File: src/rtl/linea_ctrl.sv
// linea_ctrl: paddle line motion controller.
// Divides clk into a game tick. On each tick it moves the 10-bit line
// position from two button levels, switching to a faster step after a
// sustained press. It clamps to [Y_MIN, Y_MAX] and supports a recentre
// request.
// Ports:
//   clk, rst_n        clock, async active-low reset
//   en                enable; low freezes prescaler, state and position
//   btn_up, btn_dn    async button levels (up decreases linea, dn increases)
//   center            one-cycle recentre request
//   linea             registered line position
//   tick              registered one-cycle game tick
//   moving            state is not IDLE
//   at_limit          linea sits on Y_MIN or Y_MAX
module linea_ctrl #(
    parameter int DIV_BITS   = 17,
    parameter int Y_RESET    = 600,
    parameter int Y_MIN      = 16,
    parameter int Y_MAX      = 760,
    parameter int STEP       = 4,
    parameter int FAST_STEP  = 12,
    parameter int HOLD_TICKS = 8
) (
    input  logic       clk,
    input  logic       rst_n,
    input  logic       en,
    input  logic       btn_up,
    input  logic       btn_dn,
    input  logic       center,
    output logic [9:0] linea,
    output logic       tick,
    output logic       moving,
    output logic       at_limit
);

    localparam logic [1:0] S_IDLE = 2'd0;
    localparam logic [1:0] S_SLOW = 2'd1;
    localparam logic [1:0] S_FAST = 2'd2;
    localparam logic [1:0] S_RCTR = 2'd3;
    localparam int HW = $clog2(HOLD_TICKS + 1);

    logic                up_s1, up_s2, dn_s1, dn_s2;
    logic [DIV_BITS-1:0] presc;
    logic [1:0]          state;
    logic                dir_dn;
    logic [HW-1:0]       hold;
    logic                ctr_latch;

    logic [1:0]          nstate;
    logic [HW-1:0]       nhold;
    logic [HW-1:0]       hold_inc;
    logic                ndir;
    logic [9:0]          npos;
    logic                clr_latch;
    logic                req_up, req_dn;
    logic signed [11:0]  pos_s;
    logic signed [11:0]  diff;

    // Clamp a widened signed position into the playfield.
    function automatic logic [9:0] clamp_pos(input logic signed [11:0] p);
        if (p < Y_MIN)
            clamp_pos = 10'(Y_MIN);
        else if (p > Y_MAX)
            clamp_pos = 10'(Y_MAX);
        else
            clamp_pos = p[9:0];
    endfunction

    // Signed displacement: positive when moving down (increasing linea).
    function automatic logic signed [11:0] step_of(input logic down, input int mag);
        if (down)
            step_of = 12'(mag);
        else
            step_of = -12'(mag);
    endfunction

    // Next-state decode, applied only on an enabled tick
    always_comb begin
        req_up    = up_s2 & ~dn_s2;
        req_dn    = dn_s2 & ~up_s2;
        pos_s     = {2'b00, linea};
        diff      = 12'(Y_RESET) - pos_s;
        hold_inc  = hold + HW'(1);
        nstate    = state;
        nhold     = hold;
        ndir      = dir_dn;
        npos      = linea;
        clr_latch = 1'b0;

        if (state != S_RCTR && ctr_latch) begin
            // Pending recentre outranks any button request; entry tick does not move.
            nstate    = S_RCTR;
            nhold     = '0;
            clr_latch = 1'b1;
        end else begin
            case (state)
                S_IDLE: begin
                    if (req_up | req_dn) begin
                        nstate = S_SLOW;
                        ndir   = req_dn;
                        nhold  = HW'(1);
                        npos   = clamp_pos(pos_s + step_of(req_dn, STEP));
                    end
                end
                S_SLOW, S_FAST: begin
                    if (!(req_up | req_dn)) begin
                        nstate = S_IDLE;
                        nhold  = '0;
                    end else if (req_dn != dir_dn) begin
                        nstate = S_SLOW;
                        ndir   = req_dn;
                        nhold  = HW'(1);
                        npos   = clamp_pos(pos_s + step_of(req_dn, STEP));
                    end else if (state == S_SLOW) begin
                        nhold = hold_inc;
                        npos  = clamp_pos(pos_s + step_of(dir_dn, STEP));
                        if (hold_inc == HW'(HOLD_TICKS))
                            nstate = S_FAST;
                    end else begin
                        npos = clamp_pos(pos_s + step_of(dir_dn, FAST_STEP));
                    end
                end
                default: begin
                    // Land exactly on Y_RESET once within one fast step of it.
                    if (diff >= -FAST_STEP && diff <= FAST_STEP) begin
                        npos   = 10'(Y_RESET);
                        nstate = S_IDLE;
                    end else begin
                        npos = clamp_pos(pos_s + step_of(diff > 0, FAST_STEP));
                    end
                end
            endcase
        end
    end

    // Registered state: synchronizers, prescaler, FSM, outputs
    always_ff @(posedge clk or negedge rst_n) begin
        if (!rst_n) begin
            up_s1     <= 1'b0;
            up_s2     <= 1'b0;
            dn_s1     <= 1'b0;
            dn_s2     <= 1'b0;
            presc     <= '0;
            tick      <= 1'b0;
            state     <= S_IDLE;
            dir_dn    <= 1'b0;
            hold      <= '0;
            ctr_latch <= 1'b0;
            linea     <= 10'(Y_RESET);
            moving    <= 1'b0;
            at_limit  <= 1'b0;
        end else begin
            up_s1 <= btn_up;
            up_s2 <= up_s1;
            dn_s1 <= btn_dn;
            dn_s2 <= dn_s1;

            if (en) begin
                presc <= presc + DIV_BITS'(1);
                tick  <= &presc;
            end else begin
                tick  <= 1'b0;
            end

            if (en && tick) begin
                state    <= nstate;
                hold     <= nhold;
                dir_dn   <= ndir;
                linea    <= npos;
                moving   <= (nstate != S_IDLE);
                at_limit <= (npos == 10'(Y_MIN)) || (npos == 10'(Y_MAX));
            end

            // Requests arriving while already recentring are dropped.
            if (en && tick && clr_latch)
                ctr_latch <= 1'b0;
            else if (center && state != S_RCTR)
                ctr_latch <= 1'b1;
        end
    end

endmodule

File: config.mk
export PLATFORM = sky130hd
export DESIGN_NAME = linea_ctrl
export DESIGN_NICKNAME = d
export VERILOG_FILES = /design/src/rtl/linea_ctrl.sv
export SDC_FILE = /design/constraint.sdc
export NUM_CORES = 1
export LEC_CHECK = 0
export CAP_MARGIN = 20
export CORE_MARGIN = 1
export CORE_UTILIZATION = 40
export DETAILED_ROUTE_END_ITERATION = 8
export PLACE_DENSITY = 0.57
export SYNTH_ARGS = -nofsm -noshare
export SYNTH_HDL_FRONTEND = slang
export SYNTH_SLANG_ARGS = --single-unit
File: constraint.sdc
create_clock -name clk -period 7.3 [get_ports clk]
set_input_delay 1.46 -clock clk [delete_from_list [all_inputs] [get_ports clk]]
set_output_delay 1.46 -clock clk [all_outputs]
set_load 0.02 [all_outputs]
## Word level (Yosys, flattened, before mapping)

Index checks and enable logic that the tools add are counted.

- Flip-flop bits (word level): 42
- Input port bits: 6
- Output and inout bits: 13
- Word-level logic and storage cells: 131

- Add/subtract/negate cells: 8
- $lt $le $gt $ge: 13
- Eq/ne operators: 12
- Mux-type cells: 63
- Bitwise operators: 6
- Reduce and logical (&&, ||, !) cells: 16

Operator list:

| kind | count |
|---|---|
| two-way mux 12 bit | 24 |
| two-way mux 10 bit | 16 |
| adder 11 x 12 -> 12 bit | 5 |
| > comparator 12 x 11 -> 1 bit (second input constant) | 5 |
| less-than comparator 12 x 6 -> 1 bit (second input constant) | 5 |
| two-way mux 4 bit | 5 |
| one-hot mux 10 bit (2 select lines) | 1 |
| adder 17 x 1 -> 17 bit (second input constant) | 1 |
| AND reduction 17 bit | 1 |
| two-way mux 2 bit | 7 |
| greater-or-equal comparator 11 x 5 -> 1 bit (second input constant) | 1 |
| > comparator 11 x 1 -> 1 bit (second input constant) | 1 |
| <= comparator 11 x 5 -> 1 bit (second input constant) | 1 |
| subtractor 10 x 10 -> 11 bit (first input constant) | 1 |
| equality test 10 bit (second input constant) | 1 |
| equality test 10 x 5 -> 1 bit (second input constant) | 1 |
| inequality test 2 bit (second input constant) | 4 |
| one-hot mux 4 bit (2 select lines) | 1 |
| two-way mux 1 bit | 7 |
| AND reduction 6 bit | 1 |
| nonzero test 2 bit | 3 |
| logical AND 1 bit | 5 |
| inequality test 5 bit (second input constant) | 1 |
| adder 4 x 1 -> 4 bit (second input constant) | 1 |
| 16 further kinds | 19 |

## Depth between registers and ports, before layout

Gate-level depths: netlist of run 1.

- Word-level depth: 18
- Gate-level depth with buffers: 21
- Depth with buffers taken out: 19

## Worst setup path after synthesis of run 1

OpenSTA, ideal clock, no wires.

- Kind: register to register
- Start point: register linea[0]
- End point: register at_limit
- Library setup time: 0.082 ns
- Arrival: 5.174 ns
- Data required time: 7.218 ns
- Setup slack: 2.044 ns
- Cell stages (with the launch flop): 20
- Path buffers: 1
- Clock period less this slack: 5.256 ns
- Cell sequence: dfrtp_1 -> inv_1 -> ha_1 -> buf_2 -> nor2b_1 -> or4_1 -> a221oi_2 -> a41o_2 -> inv_2 -> ha_1 -> a211oi_2 -> o21ai_1 -> o41ai_1 -> xor2_1 -> or3_1 -> o2111a_1 -> a221o_1 -> o41a_1 -> o31a_1 -> a31oi_1

- Cells in the longest elaborated chain, start to end: 15
- Elaborated cells on any way between the ends: 44
- Those cells by class: 6 x add/sub; 13 x order compare; 2 x eq/ne; 21 x mux; 2 x reduce/logical

Ends and longest elaborated chain:

| item | RTL line | text |
|---|---|---|
| start, declared | 30 | `output logic [9:0] linea,` |
| start signal, assigned | 149 | `linea <= 10'(Y_RESET);` |
| start signal, assigned | 169 | `linea <= npos;` |
| subtractor 10 x 10 -> 11 bit | 82 | `diff = 12'(Y_RESET) - pos_s;` |
| > comparator 11 x 1 -> 1 bit | 129 | `npos = clamp_pos(pos_s + step_of(diff > 0, FAST_STEP));` |
| two-way mux 12 bit | 71 | `if (down)` |
| two-way mux 12 bit | 125 | `if (diff >= -FAST_STEP && diff <= FAST_STEP) begin` |
| two-way mux 12 bit | 96 | `case (state)` |
| two-way mux 12 bit | 90 | `if (state != S_RCTR && ctr_latch) begin` |
| adder 11 x 12 -> 12 bit | 129 |  |
| > comparator 12 x 11 -> 1 bit | 63 | `else if (p > Y_MAX)` |
| two-way mux 10 bit | 63 |  |
| two-way mux 10 bit | 61 | `if (p < Y_MIN)` |
| two-way mux 10 bit | 125 |  |
| one-hot mux 10 bit (2 select lines) | 96 |  |
| two-way mux 10 bit * | 90 |  |
| equality test 10 x 5 -> 1 bit or equality test 10 bit (tied branches) | 171 | `at_limit <= (npos == 10'(Y_MIN)) \|\| (npos == 10'(Y_MAX));` |
| logical OR 1 bit * | 171 |  |
| end signal, assigned | 171 |  |
| end, declared | 33 | `output logic at_limit` |

Every way passes the cells marked *; elsewhere a longest branch is shown, timed or not. The select of a mux whose other input is x is not followed.
A chain may end at the register's enable or synchronous reset.

## Worst setup path in the final report of run 1

Ends and elaborated chain as after synthesis.

==> out/results.tsv, run 1 <==
metric	value	unit
grt_usage	0.2269	
worstSetupEndpointType	register	
fp.dieH	113.2	µm
crit_arrival	5880	ps
pre_cts_slack	1741	ps
cts_resized	0	
drt-initial-drc-count	502	
clkSlewWorstSetupHoldPaths	70	ps
synth.top_cells.by_count	nor2_1 (56), nand2_1 (43), o21ai_0 (41), a21oi_1 (38), dfrtp_1 (38)	
syn_avg_cell_area	7.859	µm²
grt_pass1_wl	23280	µm
drive_gt1_frac	0.05901	
maxCapViolations	0	
first_global_vias	4696	
root_buffer	clkbuf_16	
portBuffers	18	
fin_crit	5676	ps
clock_path_buffers	2	
cp_common_cell	ha_1	
antenna_found_initial	0	
tightest_slew	939.4	ps
cp_max_fo	10	
place_area	0.005186	mm²
critPathSlowestCell	o41ai_1	
finalMaxSlewViolations	0	
synth_top_area_share	0.1924	
worstSetupPathType	reg -> reg	
vias	4870	
fin_util	0.4444	
final_antenna_net_count	0	
route.detailed.drc	0	
gp_congestion	0.9527	
cpPeakStageDelay	500	ps
reg2regPathDepth	18	
status	complete, no violations	
avgRoutedWirePerCell	18.32	µm
rsz0062_at_grt	false	
ys.flop_type	dfrtp_1	
synthArstFlopShare	1.000	
postSynthNetCount	674	
timing.rr.start	linea[0]	
cts_setup_buffers	0	
setup_ws	1624	ps
synth_warnings	0	
nFillCells	1197	
htreeDepth	2	
overflow	0	
fin_crit_sh	0.7776	
maxSlewHeadroom	0.3689	
clk_latency	280	ps
core_area	0.01201	mm²
synth_edf_count	0	
num-nets-final	671	
design_area	0.005338	mm²
vias_per_cell	6.292	
diodes	0	
syn-cell-area	0.004943	mm²
tns	0	ps
startpoint	linea[0]	
hold_buffers	0	
grt_max_degree	43	
cts_tree	yes	
syn_to_final_growth	7.973	%
rows	40	
dieArea	0.01281	mm²
finalHoldViolCount	0	
synth_area_leader_cell	dfrtp_1	
ys_seq_area_frac	0.2136	
synthTopCellsByArea	dfrtp_1 (19%), ha_1 (8.9%), nor2_1 (4.3%)	
cts_sinks	42	
synth_cell_types	81	
crit_chain	inv_1 -> ha_1 -> nor2b_1 -> or4_1 -> a221oi_2 -> a41o_2 -> inv_2 -> ha_1 -> a211oi_2 -> o21ai_1 -> o41ai_1 -> xor2_1 -> or3_1 -> o2111a_1 -> a221o_1 -> o41a_1 -> o31a_1 -> a31oi_1	
max_clock_freq	0.1762	GHz
cts_made_buffers	5	
synth-seq-cells	42	
die_width	113.2	µm
min_from	dn_s1	
setup.worst_path.start_class	register	
yosysMostFrequentCell	nor2_1	
place_hpwl	10640	µm
vdd_drop_max	133.1	µV
pwr_density_cell	108.5	mW/mm²
wirelength	14180	µm
hold_depth	0	
cp.required	7510	ps
p_leak	2.205	nW
syn_inst	629	
setup_violations	0	
clock_skew	8.057	ps
drt_pass1_iterations	5	
io_pins	19	
initial_core_util	0.4116	
hp-class	reg -> reg	
-- final timing paths --
path | endpoint | slack, ps
hold / removal | dn_s2 | 350
min in group asynchronous | presc[4] | 1320
setup / recovery | at_limit | 1620
setup reg to reg | at_limit | 1620
max in group asynchronous | presc[13] | 5400
hold reg to reg | dn_s2 | 350
-- logic make-up (layout without fill, tap and decap cells) --
group | count (synthesis) | in the layout | share of synthesized area
compound gates | 211 | 211 | 0.3045
xor+xnor | 43 | 43 | 0.07618
fa+ha+maj | 39 | 39 | 0.1048
buf+inv | 57 | 55 | 0.04632
flops | 42 | 42 | 0.2136
mux | 7 | 7 | 0.01519
simple gates | 230 | 230 | 0.2394
-- where the power goes --
part           internal (W)  switching (W)  leakage [nW]
logic             0.0000359      0.0000457          1.61
clock network      0.000135      0.0000917        0.0729
registers          0.000253      0.0000173         0.520
-- through the flow --
step,power [W],hold slack (ps),cells
after floorplan,0.0003320,331.2,629
after global placement,0.0003533,332.5,766
after detailed placement,0.0003560,337.3,766
after CTS,0.0005846,350.9,774
after global routing,0.0006086,363.1,774
final,0.0005794,347.4,774
-- registers in the layout, summed over array words and instances, names as in the netlist --
name / flops
dn_s2: 1
at_limit: 1
up_s2: 1
dir_dn: 1
moving: 1
state: 2
linea: 10
hold: 4
ctr_latch: 1
up_s1: 1
presc: 17
dn_s1: 1
tick: 1
-- placed cells by master, fill, tap and decap left out, drive strengths merged, types with 5 or more instances in the layout --
cell type       n
nor2           57
o21ai          44
nand2          43
a21oi          38
dfrtp          38
ha             35
nor3           27
inv            27
xnor2          24
nand3          22
xor2           19
a211oi         18
clkdlybuf4s50  17
o211ai         13
nand2b         12
a21o           11
o31ai          10
and3            9
and2            8
o21a            8
nor2b           7
or4             7
or2             7
nor3b           6
nor4            6
clkbuf          6
o21bai          5
a31oi           5
-- area by class of cell --
type,instances,area [µm²],share of cell area
multi-input cells,530,3659,0.6854
flip-flops and latches,42,1056,0.1978
well taps,147,183.9,0.03446
repair buffers,19,182.7,0.03422
clock buffers,6,138.9,0.02602
inverters,28,105.1,0.01969
clock inverters,2,12.51,0.002344
-- layer usage --
layer | global-route usage | wire, µm
met2 | 0.3853 | 6513
met5 | 0 | 0
met1 | 0.3026 | 6571
met4 | 0.07456 | 386
met3 | 0.02196 | 707
-- critical path, delay by kind of cell, from the launching register on --
family                     cells  cell delay (ps)
AOI/OAI and AO/OA             10             2980
DFF                            1              440
buffers and inverters          2              240
xor gates and xnor gates       1              220
and+or+nand+nor                3             1070
adders and majority gates      2              630
Note: power is estimated with default switching activity, not from simulation.
==> inputs of run 2 (changes only) <==
PLACE_DENSITY = 0.59   (was 0.57)
clock period = 4.8 ns   (was 7.3 ns; I/O delays follow)
==> run 2 against run 1 <==
Sequential share of layout area fell by 1.9 points; core utilization rose by 4.9 points; cell count rose by 5.8%; clock skew barely moved; die area did not move; critical path type unchanged; critical endpoint unchanged; largest power group unchanged.
==> out/results.tsv, run 2 (synthesis gave the netlist of run 1 again) <==
metric	value	unit	change
status	complete, no violations		unchanged
first_global_vias	4748		was 4696
grt_max_degree	43		unchanged
drt-initial-drc-count	516		was 502
cts_made_buffers	5		unchanged
portBuffers	18		unchanged
initial_core_util	0.4116		unchanged
reg2reg_slack	60	ps	was 1620 ps
final_antenna_net_count	0		unchanged
rows	40		unchanged
setup.worst_path.start_class	register		unchanged
largest-register	presc		unchanged
nFillCells	1196		was 1197
cp.required	5000	ps	was 7510 ps
crit_arrival	4940	ps	was 5880 ps
finalMaxSlewViolations	0		unchanged
pre_cts_slack	-48.34	ps	was 1741 ps
p_leak	2.484	nW	was 2.205 nW
fp.dieH	113.2	µm	unchanged
cts_sinks	42		unchanged
root_buffer	clkbuf_16		unchanged
route.detailed.drc	0		unchanged
syn_to_final_growth	19.89	%	was 7.973%
tns	0	ps	unchanged
layout_commonest_cell	nor2_1		unchanged
drive_gt1_frac	0.1639		was 0.05901
vias	5058		was 4870
maxSlewHeadroom	0.3528		was 0.3689
worstSetupEndpointType	register		unchanged
worstSetupPathType	reg -> reg		unchanged
drt_pass1_iterations	5		unchanged
setup_ws	57.30	ps	was 1624 ps
hold_depth	0		unchanged
antenna_found_initial	0		unchanged
place_hpwl	11260	µm	was 10640 µm
vias_per_cell	6.176		was 6.292
pwr_density_cell	148.6	mW/mm²	was 108.5 mW/mm²
clock_path_buffers	2		unchanged
rsz0062_at_grt	true		was false
reg_top3	presc (17), linea (10), hold (4)		unchanged
layout_common_cells	nor2_1 (56), nand2_1 (43), buf_4 (43), o21ai_0 (37)		was nor2_1 (56), nand2_1 (43), o21ai_0 (41), a21oi_1 (38), dfrtp_1 (38)
finalHoldViolCount	0		unchanged
io_pins	19		unchanged
hp-class	reg -> reg		unchanged
overflow	0		unchanged
cp_max_fo	7		was 10
max_clock_freq	0.2109	GHz	was 0.1762 GHz
htreeDepth	2		unchanged
avgRoutedWirePerCell	18.58	µm	was 18.32 µm
vdd_drop_max	188.6	µV	was 133.1 µV
grt_pass1_wl	24340	µm	was 23280 µm
dieArea	0.01281	mm²	unchanged
setup_violations	0		unchanged
maxCapViolations	0		unchanged
clock_skew	7.839	ps	was 8.057 ps
num-nets-final	715		was 671
reg2regPathDepth	17		was 18
cts_tree	yes		unchanged
fin_crit_sh	0.9881		was 0.7776
clkSlewWorstSetupHoldPaths	70	ps	about the same
clk_latency	280	ps	about the same
tightest_slew	963.4	ps	was 939.4 ps
core_area	0.01201	mm²	unchanged
fin_crit	4743	ps	was 5676 ps
gp_congestion	0.9527		unchanged
largest_register_ffs	17		unchanged
die_width	113.2	µm	unchanged
grt_usage	0.2361		was 0.2269
wirelength	15220	µm	was 14180 µm
## run 2: changes by cell type in the layout (fill, tap and decap cells not counted), sizes merged
cell   delta
diode     +1
buf      +44
## run 2: routing by layer
metal,up-vias,share of wire,GRT usage
met2,133,0.47,0.3947
met1,2451,0.47,0.3245
met3,32,0.035,0.02732
met4,0,0.019,0.05789
met5,-,0,0
li1,2442,-,-
## run 2: where the power goes
part	switching [W]	internal [W]
registers	0.0000271	0.000385
logic	0.0000703	0.0000546
clock network	0.000138	0.000206
## run 2: worst paths after layout
| path | startpoint | end |
|---|---|---|
| worst max-delay path | linea[1] | at_limit |
| worst min-delay path | up_s1 | up_s2 |
| worst max register to register | linea[1] | at_limit |
| worst min register to register | up_s1 | up_s2 |
| max in group asynchronous | rst_n | linea[1] |
| min in group asynchronous | rst_n | hold[0] |
## run 2: cell type report
cell class                      count  area [µm²]  share of cell area
Multi-Input combinational cell    530        3891              0.6565
Sequential cell                    42        1059              0.1786
Timing Repair Buffer               63       529.3             0.08930
Tap cell                          147       183.9             0.03103
Clock buffer                        6       138.9             0.02343
Inverter                           28       110.1             0.01858
Clock inverter                      2       12.51            0.002111
Antenna cell                        1       2.502           0.0004222
## run 2: repair_timing
action,CTS,global route
endpoints found under the hold margin,0,0
setup buffers,1,9
pin swaps,3,18
hold buffers,0,0
setup endpoints to repair,1,1
gates resized for setup,4,24
## run 2: stage by stage
step,instances,util,power [W],hold WS [ps],instance area [µm²]
2_1_floorplan,629,-,0.0005049,331.2,5052
6_report,819,0.4934,0.0008809,342.5,5927
5_1_grt,818,0.4932,0.0009245,359.2,5924
4_1_cts,809,0.4778,0.0008951,347.6,5739
3_5_place_dp,800,0.4616,0.0005438,341.0,5544
3_3_place_gp,800,0.4616,0.0005365,333.7,5544
## run 2: worst max-delay path, cell delays in order (launching register included)
cell and delay, ps:
dfrtp_2 420, buf_4 160, o311a_4 390, o21ai_2 110, mux2_2 350, a41o_4 300
buf_4 150, ha_2 430, o21ai_0 100, nand2b_1 210, o41ai_4 160, xor2_1 220
or3_1 380, o2111a_1 200, a221o_1 360, o41a_1 310, o31a_1 280, a31oi_4 150
==> inputs of run 3 (changes only) <==
CTS_BUF_LIST = sky130_fd_sc_hd__clkbuf_4 sky130_fd_sc_hd__clkbuf_8   (was not set)
==> run 3 against run 2 <==
Die area unchanged; first-iteration DRC count decreased by 4.8%; global-route usage about the same; largest cell class unchanged.
==> out/results.tsv, run 3 (synthesis gave the netlist of run 1 again) <==
metric	value	unit	change
syn_to_final_growth	18.75	%	was 19.89%
gp_congestion	0.9527		unchanged
vdd_drop_max	139.4	µV	was 188.6 µV
antenna_found_initial	0		unchanged
finalHoldViolCount	0		unchanged
tns	0	ps	unchanged
io_pins	19		unchanged
dp.cells	800		unchanged
route.detailed.drc	0		unchanged
hold_buffers	0		unchanged
hp-class	reg -> reg		unchanged
setup_ws	49.34	ps	was 57.30 ps
dieArea	0.01281	mm²	unchanged
root_buffer	clkbuf_8		was clkbuf_16
vias	5054		was 5058
nFillCells	1199		was 1196
die_width	113.2	µm	unchanged
crit_arrival	4970	ps	was 4940 ps
p_leak	2.458	nW	was 2.484 nW
avgRoutedWirePerCell	18.62	µm	was 18.58 µm
largest-register	presc		unchanged
rsz0062_at_grt	true		unchanged
cp_max_fo	7		unchanged
crit_buf_inv	2		unchanged
layout_commonest_cell	nor2_1		unchanged
finalNonFillerCells	819		unchanged
drt_pass1_iterations	5		unchanged
core_area	0.01201	mm²	unchanged
worstSetupPathType	reg -> reg		unchanged
maxCapViolations	0		unchanged
final_antenna_net_count	0		unchanged
largest_register_ffs	17		unchanged
drive_gt1_frac	0.1639		unchanged
cts_tree	yes		unchanged
max_clock_freq	0.2105	GHz	was 0.2109 GHz
crit_chain	buf_4 -> o311a_4 -> o21ai_2 -> mux2_2 -> a41o_4 -> buf_4 -> ha_2 -> o21ai_0 -> nand2b_1 -> o41ai_4 -> xor2_1 -> or3_1 -> o2111a_1 -> a221o_1 -> o41a_1 -> o31a_1 -> a31oi_4		unchanged
clock_skew	16.20	ps	was 7.839 ps
worstSetupEndpointType	register		unchanged
num-nets-final	715		unchanged
grt_max_degree	43		unchanged
place_hpwl	11260	µm	unchanged
pre_cts_slack	-48.34	ps	unchanged
critPathSlowestCell	dfrtp_2		was ha_2
fp.dieH	113.2	µm	unchanged
vias_per_cell	6.171		was 6.176
cts_sinks	42		unchanged
finalMaxSlewViolations	0		unchanged
report.power.total	0.0007824	W	was 0.0008809 W
htreeDepth	2		unchanged
layout_common_cells	nor2_1 (56), nand2_1 (43), buf_4 (43), o21ai_0 (37)		unchanged
setup.worst_path.start_class	register		unchanged
fin_crit	4751	ps	was 4743 ps
status	complete, no violations		unchanged
tightest_slew	946.1	ps	was 963.4 ps
setup_violations	0		unchanged
wirelength	15250	µm	was 15220 µm
cts_made_buffers	5		unchanged
cp_common_cell	buf_4		unchanged
crit_family	compound AO/OA/AOI/OAI gates		unchanged
clkSlewWorstSetupHoldPaths	100	ps	was 70 ps
clk_latency	300	ps	was 280 ps
cp.required	5010	ps	was 5000 ps
grt_pass1_wl	24300	µm	was 24340 µm
cpPeakStageDelay	430	ps	about the same
drt-initial-drc-count	491		was 516
clock_path_buffers	2		unchanged
reg_top3	presc (17), linea (10), hold (4)		unchanged
fin_crit_sh	0.9897		was 0.9881
grt_usage	0.2356		was 0.2361
maxSlewHeadroom	0.3644		was 0.3528
hold_ws	337.5	ps	was 342.5 ps
overflow	0		unchanged
pwr_density_cell	133.3	mW/mm²	was 148.6 mW/mm²
initial_core_util	0.4116		unchanged
rows	40		unchanged
first_global_vias	4751		was 4748
portBuffers	18		unchanged
-- run 3: cell counts in the layout (fill, tap and decap cells not counted) --
No cell type changed its count.
-- run 3: area by class of cell --
type,instances,area (µm²),area share
Clock buffer,6,82.58,0.01407
Multi-Input combinational cell,530,3891,0.6628
Sequential cell,42,1059,0.1803
Antenna cell,1,2.502,0.0004263
Inverter,28,110.1,0.01876
Clock inverter,2,12.51,0.002131
Tap cell,147,183.9,0.03133
Timing Repair Buffer,63,529.3,0.09015
-- run 3: power by group --
| group | leakage, nW | internal [W] | switching [W] |
|---|---|---|---|
| Combinational | 1.89 | 0.0000546 | 0.0000705 |
| Clock | 0.0472 | 0.000116 | 0.000130 |
| Sequential | 0.519 | 0.000384 | 0.0000270 |
| Total | 2.46 | 0.000555 | 0.000228 |
-- run 3: worst reg2reg max path: stages, from the launching register on --
cell,delay [ps]
dfrtp_2,430
buf_4,160
o311a_4,390
o21ai_2,120
mux2_2,350
a41o_4,300
buf_4,160
ha_2,430
o21ai_0,100
nand2b_1,210
o41ai_4,160
xor2_1,220
or3_1,380
o2111a_1,200
a221o_1,350
o41a_1,310
o31a_1,280
a31oi_4,150
-- run 3: path summary, 6_finish.rpt --
check,to,cells after the start,slack (ps),start
worst max-delay path,at_limit,17,50,linea[1]
worst min-delay path,up_s2,0,340,up_s1
worst max register to register,at_limit,17,50,linea[1]
worst min register to register,up_s2,0,340,up_s1
max in group asynchronous,linea[0],1,3330,rst_n
min in group asynchronous,hold[0],1,800,rst_n
-- run 3: metal layers --
layer	up-vias	routed length, µm	global-route usage
li1	2435	-	-
met3	24	595	0.02732
met1	2437	7115	0.3235
met2	158	7254	0.3943
met4	0	286	0.05789
met5	-	0	0
-- run 3: through the flow --
stage                       util  cell area (µm²)
after floorplan                -             5052
after global placement    0.4616             5544
after detailed placement  0.4616             5544
after CTS                 0.4731             5683
after global routing      0.4885             5868
final                     0.4888             5871
-- run 3: timing repair --
action                                 CTS  global route
setup endpoints to repair                1             1
buffers inserted                         1             9
pin swaps                                3            18
endpoints found under the hold margin    0             0
gates resized for setup                  4            24
